`config.mk`:
```
export PLATFORM = sky130hd
export DESIGN_NAME = irq_cause_arbiter
export DESIGN_NICKNAME = d
export VERILOG_FILES = /design/src/rtl/irq_pkg.sv /design/src/rtl/irq_prio_sel.sv /design/src/rtl/irq_cause_arbiter.sv
export SDC_FILE = /design/constraint.sdc
export NUM_CORES = 1
export LEC_CHECK = 0
export BUFFER_PORTS_ARGS = -buffer_cell sky130_fd_sc_hd__buf_4
export CORE_ASPECT_RATIO = 1.25
export CORE_MARGIN = 8
export CORE_UTILIZATION = 41
export CTS_CLUSTER_DIAMETER = 60
export DETAILED_ROUTE_END_ITERATION = 7
export PLACE_DENSITY_LB_ADDON = 0.3
export SLEW_MARGIN = 20
export SYNTH_ARGS = -nofsm -noshare
export SYNTH_HDL_FRONTEND = slang
export SYNTH_SLANG_ARGS = --single-unit
```
`constraint.sdc`:
```
create_clock -name clk -period 1.2 [get_ports clk]
set_input_delay 0.18 -clock clk [delete_from_list [all_inputs] [get_ports clk]]
set_output_delay 0.18 -clock clk [all_outputs]
set_load 0.005 [all_outputs]
```
`src/rtl/irq_pkg.sv`:
```
// ---------------------------------------------------------------------------
// irq_pkg
// Definitions shared by the interrupt cause arbiter and its selector.
//   irq_state_e     : arbiter state (IDLE / PRESENT)
//   IRQ_CAUSE_FLAG  : constant flag bit that sits above the source index
//   irq_make_cause  : builds {IRQ_CAUSE_FLAG, index} for a given index width
// ---------------------------------------------------------------------------
package irq_pkg;

    typedef enum logic [0:0] {
        IDLE    = 1'b0,
        PRESENT = 1'b1
    } irq_state_e;

    localparam logic IRQ_CAUSE_FLAG = 1'b1;

    // Places the flag at bit position cause_w and the zero-extended index below
    // it. The caller truncates the result to cause_w+1 bits.
    function automatic logic [32:0] irq_make_cause(input logic [31:0] idx,
                                                   input int unsigned cause_w);
        logic [32:0] cause;
        cause = {1'b0, idx};
        cause = cause | ({32'd0, IRQ_CAUSE_FLAG} << cause_w);
        return cause;
    endfunction

endpackage : irq_pkg

```
`src/rtl/irq_prio_sel.sv`:
```
// ---------------------------------------------------------------------------
// irq_prio_sel
// Combinational circular priority selector. Returns the first set bit of
// mask_i found when scanning upward from start_i and wrapping past N-1 to 0.
// With start_i tied to zero this is plain lowest-index-wins priority.
// Ports:
//   mask_i   [N-1:0]   candidate bits
//   start_i  [IW-1:0]  first index to consider (must be < N)
//   idx_o    [IW-1:0]  selected index (0 when nothing found)
//   found_o            at least one candidate bit was set
// ---------------------------------------------------------------------------
module irq_prio_sel #(
    parameter int unsigned N  = 8,
    parameter int unsigned IW = 5
) (
    input  logic [N-1:0]  mask_i,
    input  logic [IW-1:0] start_i,
    output logic [IW-1:0] idx_o,
    output logic          found_o
);

    logic          found_hi_s;
    logic          found_lo_s;
    logic [IW-1:0] idx_hi_s;
    logic [IW-1:0] idx_lo_s;

    // Two descending scans: the last hit written is the lowest index overall
    // (lo) and the lowest index at or above start_i (hi). hi wins if present,
    // otherwise the search has wrapped and lo is the answer.
    always_comb begin
        found_hi_s = 1'b0;
        found_lo_s = 1'b0;
        idx_hi_s   = {IW{1'b0}};
        idx_lo_s   = {IW{1'b0}};
        for (int j = N - 1; j >= 0; j--) begin
            if (mask_i[j]) begin
                found_lo_s = 1'b1;
                idx_lo_s   = IW'(j);
                if (IW'(j) >= start_i) begin
                    found_hi_s = 1'b1;
                    idx_hi_s   = IW'(j);
                end else begin
                    found_hi_s = found_hi_s;
                end
            end else begin
                found_lo_s = found_lo_s;
            end
        end
        found_o = found_lo_s;
        if (found_hi_s) begin
            idx_o = idx_hi_s;
        end else begin
            idx_o = idx_lo_s;
        end
    end

endmodule : irq_prio_sel

```
`src/rtl/irq_cause_arbiter.sv`:
```
// ---------------------------------------------------------------------------
// irq_cause_arbiter
// Latches N_SRC level interrupt requests into a pending register, picks one
// enabled pending source and presents it to the core as a single interrupt
// with cause {1'b1, index}. The cause is held until io_irq_ack, then the
// source is retired (a request still active in the ack cycle re-pends it).
// Optional macro IRQ_RR_EN: round-robin selection starting after the last
// acknowledged index; without it, lowest index wins.
// Ports:
//   clk, reset     clock, synchronous active-high reset
//   io_src         level request per source
//   io_enable      per-source selection enable (latching is unaffected)
//   io_irq         registered interrupt valid
//   io_irq_cause   registered {1'b1, index}, zero when io_irq=0
//   io_irq_ack     core accepts the presented cause
//   io_pending     pending register mirror
// ---------------------------------------------------------------------------
module irq_cause_arbiter
    import irq_pkg::*;
#(
    parameter int unsigned N_SRC   = 8,
    parameter int unsigned CAUSE_W = 5
) (
    input  logic               clk,
    input  logic               reset,
    input  logic [N_SRC-1:0]   io_src,
    input  logic [N_SRC-1:0]   io_enable,
    output logic               io_irq,
    output logic [CAUSE_W:0]   io_irq_cause,
    input  logic               io_irq_ack,
    output logic [N_SRC-1:0]   io_pending
);

    irq_state_e         state_q, state_d;
    logic [N_SRC-1:0]   pending_q, pending_d;
    logic [CAUSE_W-1:0] cur_idx_q, cur_idx_d;
    logic               irq_q, irq_d;
    logic [CAUSE_W:0]   cause_q, cause_d;

    logic               ack_accept_s;
    logic [N_SRC-1:0]   clear_vec_s;
    logic [CAUSE_W-1:0] start_s;
    logic [CAUSE_W-1:0] sel_idx_s;
    logic               sel_found_s;

    assign ack_accept_s = (state_q == PRESENT) && io_irq_ack;

    // Pending update: clear the acked source, then OR in requests so a source
    // still requesting in its ack cycle stays pending.
    always_comb begin
        for (int i = 0; i < N_SRC; i++) begin
            clear_vec_s[i] = ack_accept_s && (cur_idx_q == CAUSE_W'(i));
        end
        pending_d = (pending_q & ~clear_vec_s) | io_src;
    end

`ifdef IRQ_RR_EN
    logic [CAUSE_W-1:0] last_idx_q, last_idx_d;

    // Round-robin bookkeeping: remember the last acked index, start after it.
    always_comb begin
        if (ack_accept_s) begin
            last_idx_d = cur_idx_q;
        end else begin
            last_idx_d = last_idx_q;
        end
        if (last_idx_q == CAUSE_W'(N_SRC - 1)) begin
            start_s = {CAUSE_W{1'b0}};
        end else begin
            start_s = last_idx_q + CAUSE_W'(1);
        end
    end

    // Last-acked index register.
    always_ff @(posedge clk) begin
        if (reset) begin
            last_idx_q <= {CAUSE_W{1'b0}};
        end else begin
            last_idx_q <= last_idx_d;
        end
    end
`else
    assign start_s = {CAUSE_W{1'b0}};
`endif

    irq_prio_sel #(
        .N  (N_SRC),
        .IW (CAUSE_W)
    ) u_sel (
        .mask_i  (pending_q & io_enable),
        .start_i (start_s),
        .idx_o   (sel_idx_s),
        .found_o (sel_found_s)
    );

    // Next state and registered-output values. cur_idx only moves in IDLE so
    // the presented cause cannot be preempted or withdrawn by enable changes.
    always_comb begin
        state_d   = state_q;
        cur_idx_d = cur_idx_q;
        case (state_q)
            IDLE: begin
                if (sel_found_s) begin
                    state_d   = PRESENT;
                    cur_idx_d = sel_idx_s;
                end else begin
                    state_d   = IDLE;
                end
            end
            PRESENT: begin
                if (io_irq_ack) begin
                    state_d = IDLE;
                end else begin
                    state_d = PRESENT;
                end
            end
            default: begin
                state_d   = IDLE;
                cur_idx_d = {CAUSE_W{1'b0}};
            end
        endcase
        irq_d = (state_d == PRESENT);
        if (irq_d) begin
            cause_d = (CAUSE_W + 1)'(irq_make_cause(32'(cur_idx_d), CAUSE_W));
        end else begin
            cause_d = {(CAUSE_W + 1){1'b0}};
        end
    end

    // State, pending and output registers.
    always_ff @(posedge clk) begin
        if (reset) begin
            state_q   <= IDLE;
            pending_q <= {N_SRC{1'b0}};
            cur_idx_q <= {CAUSE_W{1'b0}};
            irq_q     <= 1'b0;
            cause_q   <= {(CAUSE_W + 1){1'b0}};
        end else begin
            state_q   <= state_d;
            pending_q <= pending_d;
            cur_idx_q <= cur_idx_d;
            irq_q     <= irq_d;
            cause_q   <= cause_d;
        end
    end

    assign io_irq       = irq_q;
    assign io_irq_cause = cause_q;
    assign io_pending   = pending_q;

endmodule : irq_cause_arbiter

```
==> flow_summary.toml <==
[yosys]
synth_top_area_cell = "dfxtp_1"
ys_seq_area_share_pct = 46.9
synth_area_leaders = "dfxtp_1 47%, a21oi_1 8.6%, a22oi_2 4.6%"
synth_area_per_cell_um2 = 9.01
synth_area_um2 = 811
yosys_register_bits = 19
ys_types = 25
yosys.area_share.simple_pct = 23.1
synthAdderAreaFrac_pct = 0
synthXorXnorAreaFrac_pct = 0
synthCells = 90
synth_compound_area_share_pct = 25.3
syn-num-nets = 109
yosysTopAreaCellShare_pct = 46.9
synth_top_family_by_area = "compound AO/OA/AOI/OAI gates"
synthMuxAreaShare_pct = 0
yosys_warnings = 0

[sta]
skew_ns = 0.00360
hold_viol_final = 0
tightest_slew_ns = 0.298
fmax_mhz = 800
finalSetupViolations = 3
finalCritPeriodShare_pct = 104
tns_ns = -0.0994
rsz0062_at_grt = "yes"
max_slew_margin_pct = 80.1
hold_ws_ns = 0.0868
maxSlewViolCount = 0
setup_ws_ns = -0.0507
timing.final.crit_period_ns = 1.25

[critical_path]
reg2reg_from = "cur_idx_q[4]$_SDFF_PP0_"
r2r_cells = 4
worstSetupPathType = "register to register"
crit_path_start_kind = "register"
critPathMaxFanout = 4
r2r_setup_slack_ns = -0.05
rr_endpoint = "io_pending[5]$_SDFF_PP0_"
cp-startpoint = "cur_idx_q[4]$_SDFF_PP0_"
critPathCaptureType = "register"
cp.arrival_ns = 1.45
required_ns = 1.40

[drt]
vias = 852
vias_per_cell = 5.36
wl_per_cell_um = 14.9
wl_mm = 2.37
ant_nets = 0
drc_errors = 0
dr.pass1.iters = 4
drt_iter0_markers = 8

[pwr]
power_frac_seq_pct = 51.3
p_comb_share_pct = 25.3
p_switching_uw = 401
netSwitchingFraction_pct = 28.6
pwr_density_cell_nw_per_um2 = 1120
power_mw = 1.40
internal_power_uw = 1000
leakage_nw = 0.587
clockPowerShare_pct = 23.4
ir_worst_vdd_v = 0.000868

[placement]
gp_congestion = 0.827
placed_area_um2 = 1170
dp_hpwl_mm = 1.82
port_buffers = 33

[global_route]
grt_max_degree = 14
grt_antenna_before_repair = 0
grt_pass1_wl_mm = 3.71
grt_pass1_vias = 865
grtUsageTotal_pct = 12.3
overflow = 0

[final_layout]
seqCellArea_um2 = 390
fill_cells = 176
final_layout_size_suffix_gt1_share_pct = 51.8
areaGrowthSynthToFinish_pct = 54.8
n_antenna_cell = 0
multi_input_area_um2 = 429
finish.instance_area_um2 = 1250
final_nets = 159

[die]
io_pins = 34
dieHeight_um = 65.7
num_rows = 18
initial_utilization_pct = 42.4
die_x_um = 55.8
die-area_um2 = 3670
core_area_um2 = 1910

[worst_hold_path]
hold_path.class = "primary input to register"
hold_path_depth = 3
hp-start = "io_src[1]"
whs_endpoint = "io_pending[1]$_SDFF_PP0_"

[clocking]
path_clk_slew_ns = 0.11
numClockSinks = 19
clk_latency_ns = 0.30
htreeDepth = 1
cts_buffer_depth = 2
cts_buffers = 3
cts_tree = "yes"
cts_root_buf = "clkbuf_4"
cts_hold_buffers = 0

[run]
drv_cap = 0

[run_status]
violations = "setup timing"
status = "finished, violations left"
## power by group through the flow
stage / clock network [mW] / logic, mW / registers [mW]
5_1_grt: 0.356 / 0.388 / 0.724
6_report: 0.328 / 0.355 / 0.719
2_1_floorplan: 0 / 0.142 / 0.729
4_1_cts: 0.333 / 0.344 / 0.713
3_5_place_dp: 0 / 0.332 / 0.726
3_3_place_gp: 0 / 0.328 / 0.724
## worst max-delay path, cell delays in order (launching register included)
cell     delay [ns]
dfxtp_2        0.34
and4b_1        0.27
or3b_1         0.35
a21oi_1        0.13
nor2_1         0.05
## synth_stat cells
cell,instances
o21ai_1,5
a211o_1,1
inv_1,6
a22o_1,2
and2_1,2
or3b_1,2
dfxtp_1,19
nor2_1,10
nand4b_4,1
a22oi_2,3
nand3_1,3
nand2b_1,1
o31ai_1,1
o22ai_1,2
a31oi_1,1
nor2b_1,1
clkbuf_1,2
nand2_1,5
a32o_1,2
nand3b_1,2
and4bb_1,1
and3_1,2
buf_4,1
a21oi_1,14
and4b_1,1
## flip-flops by register name (all words and copies together) (netlist names)
signal / count
io_pending: 8
cur_idx_q: 5
io_irq: 1
io_irq_cause: 5
## metrics by stage
step | util, % | cells | worst slack (ns)
final | 65.6 | 159 | -0.0507
after floorplan | - | 90 | -0.0144
after global routing | 65.6 | 159 | -0.0815
after global placement | 61.4 | 154 | -0.0122
after CTS | 64.2 | 160 | -0.0360
after detailed placement | 61.4 | 154 | -0.0478
## cell type report
class,count,share of cell area [%]
multi-input cells,62,34.2
flip-flops and latches,19,31.1
repair buffers,48,28.7
well taps,20,1.99
clock buffers,3,1.79
inverters,6,1.79
clock inverters,1,0.399
## cell families after synthesis
kind of cell / count (synthesis)
AOI/OAI and AO/OA: 31
DFF: 19
and+or+nand+nor: 31
buffers and inverters: 9
## timing repair
action,CTS,global route
buffers inserted,2,0
endpoints found under the setup margin,7,14
pin swaps,6,12
endpoints found under the hold margin,0,0
resized for setup,6,10
## how the worst max path moves through the flow
stage | end | slack [ns]
floorplan | io_pending[5]$_SDFF_PP0_ | -0.01
global placement | io_pending[5]$_SDFF_PP0_ | -0.01
detailed placement | io_pending[5]$_SDFF_PP0_ | -0.05
CTS | io_pending[5]$_SDFF_PP0_ | -0.04
global route | io_pending[4]$_SDFF_PP0_ | -0.08
finish | io_pending[5]$_SDFF_PP0_ | -0.05
## placed cells by master, fill, tap and decap left out, drive strengths merged, types with 2 or more instances in the layout
cell	count
and2	2
nand3	3
o22ai	2
and3	2
inv	6
o21ai	5
or3b	2
a22o	2
nor2	10
a22oi	3
dfxtp	19
buf	48
nand3b	2
a21oi	14
clkbuf	3
a32o	2
nand2	5
## metal layers
metal	track usage, %	routed length (um)
met2	21.2	1240
met5	0	0
met4	6.48	18
met3	3.47	154
met1	13.3	962
Power figures use the tool's default switching activity.
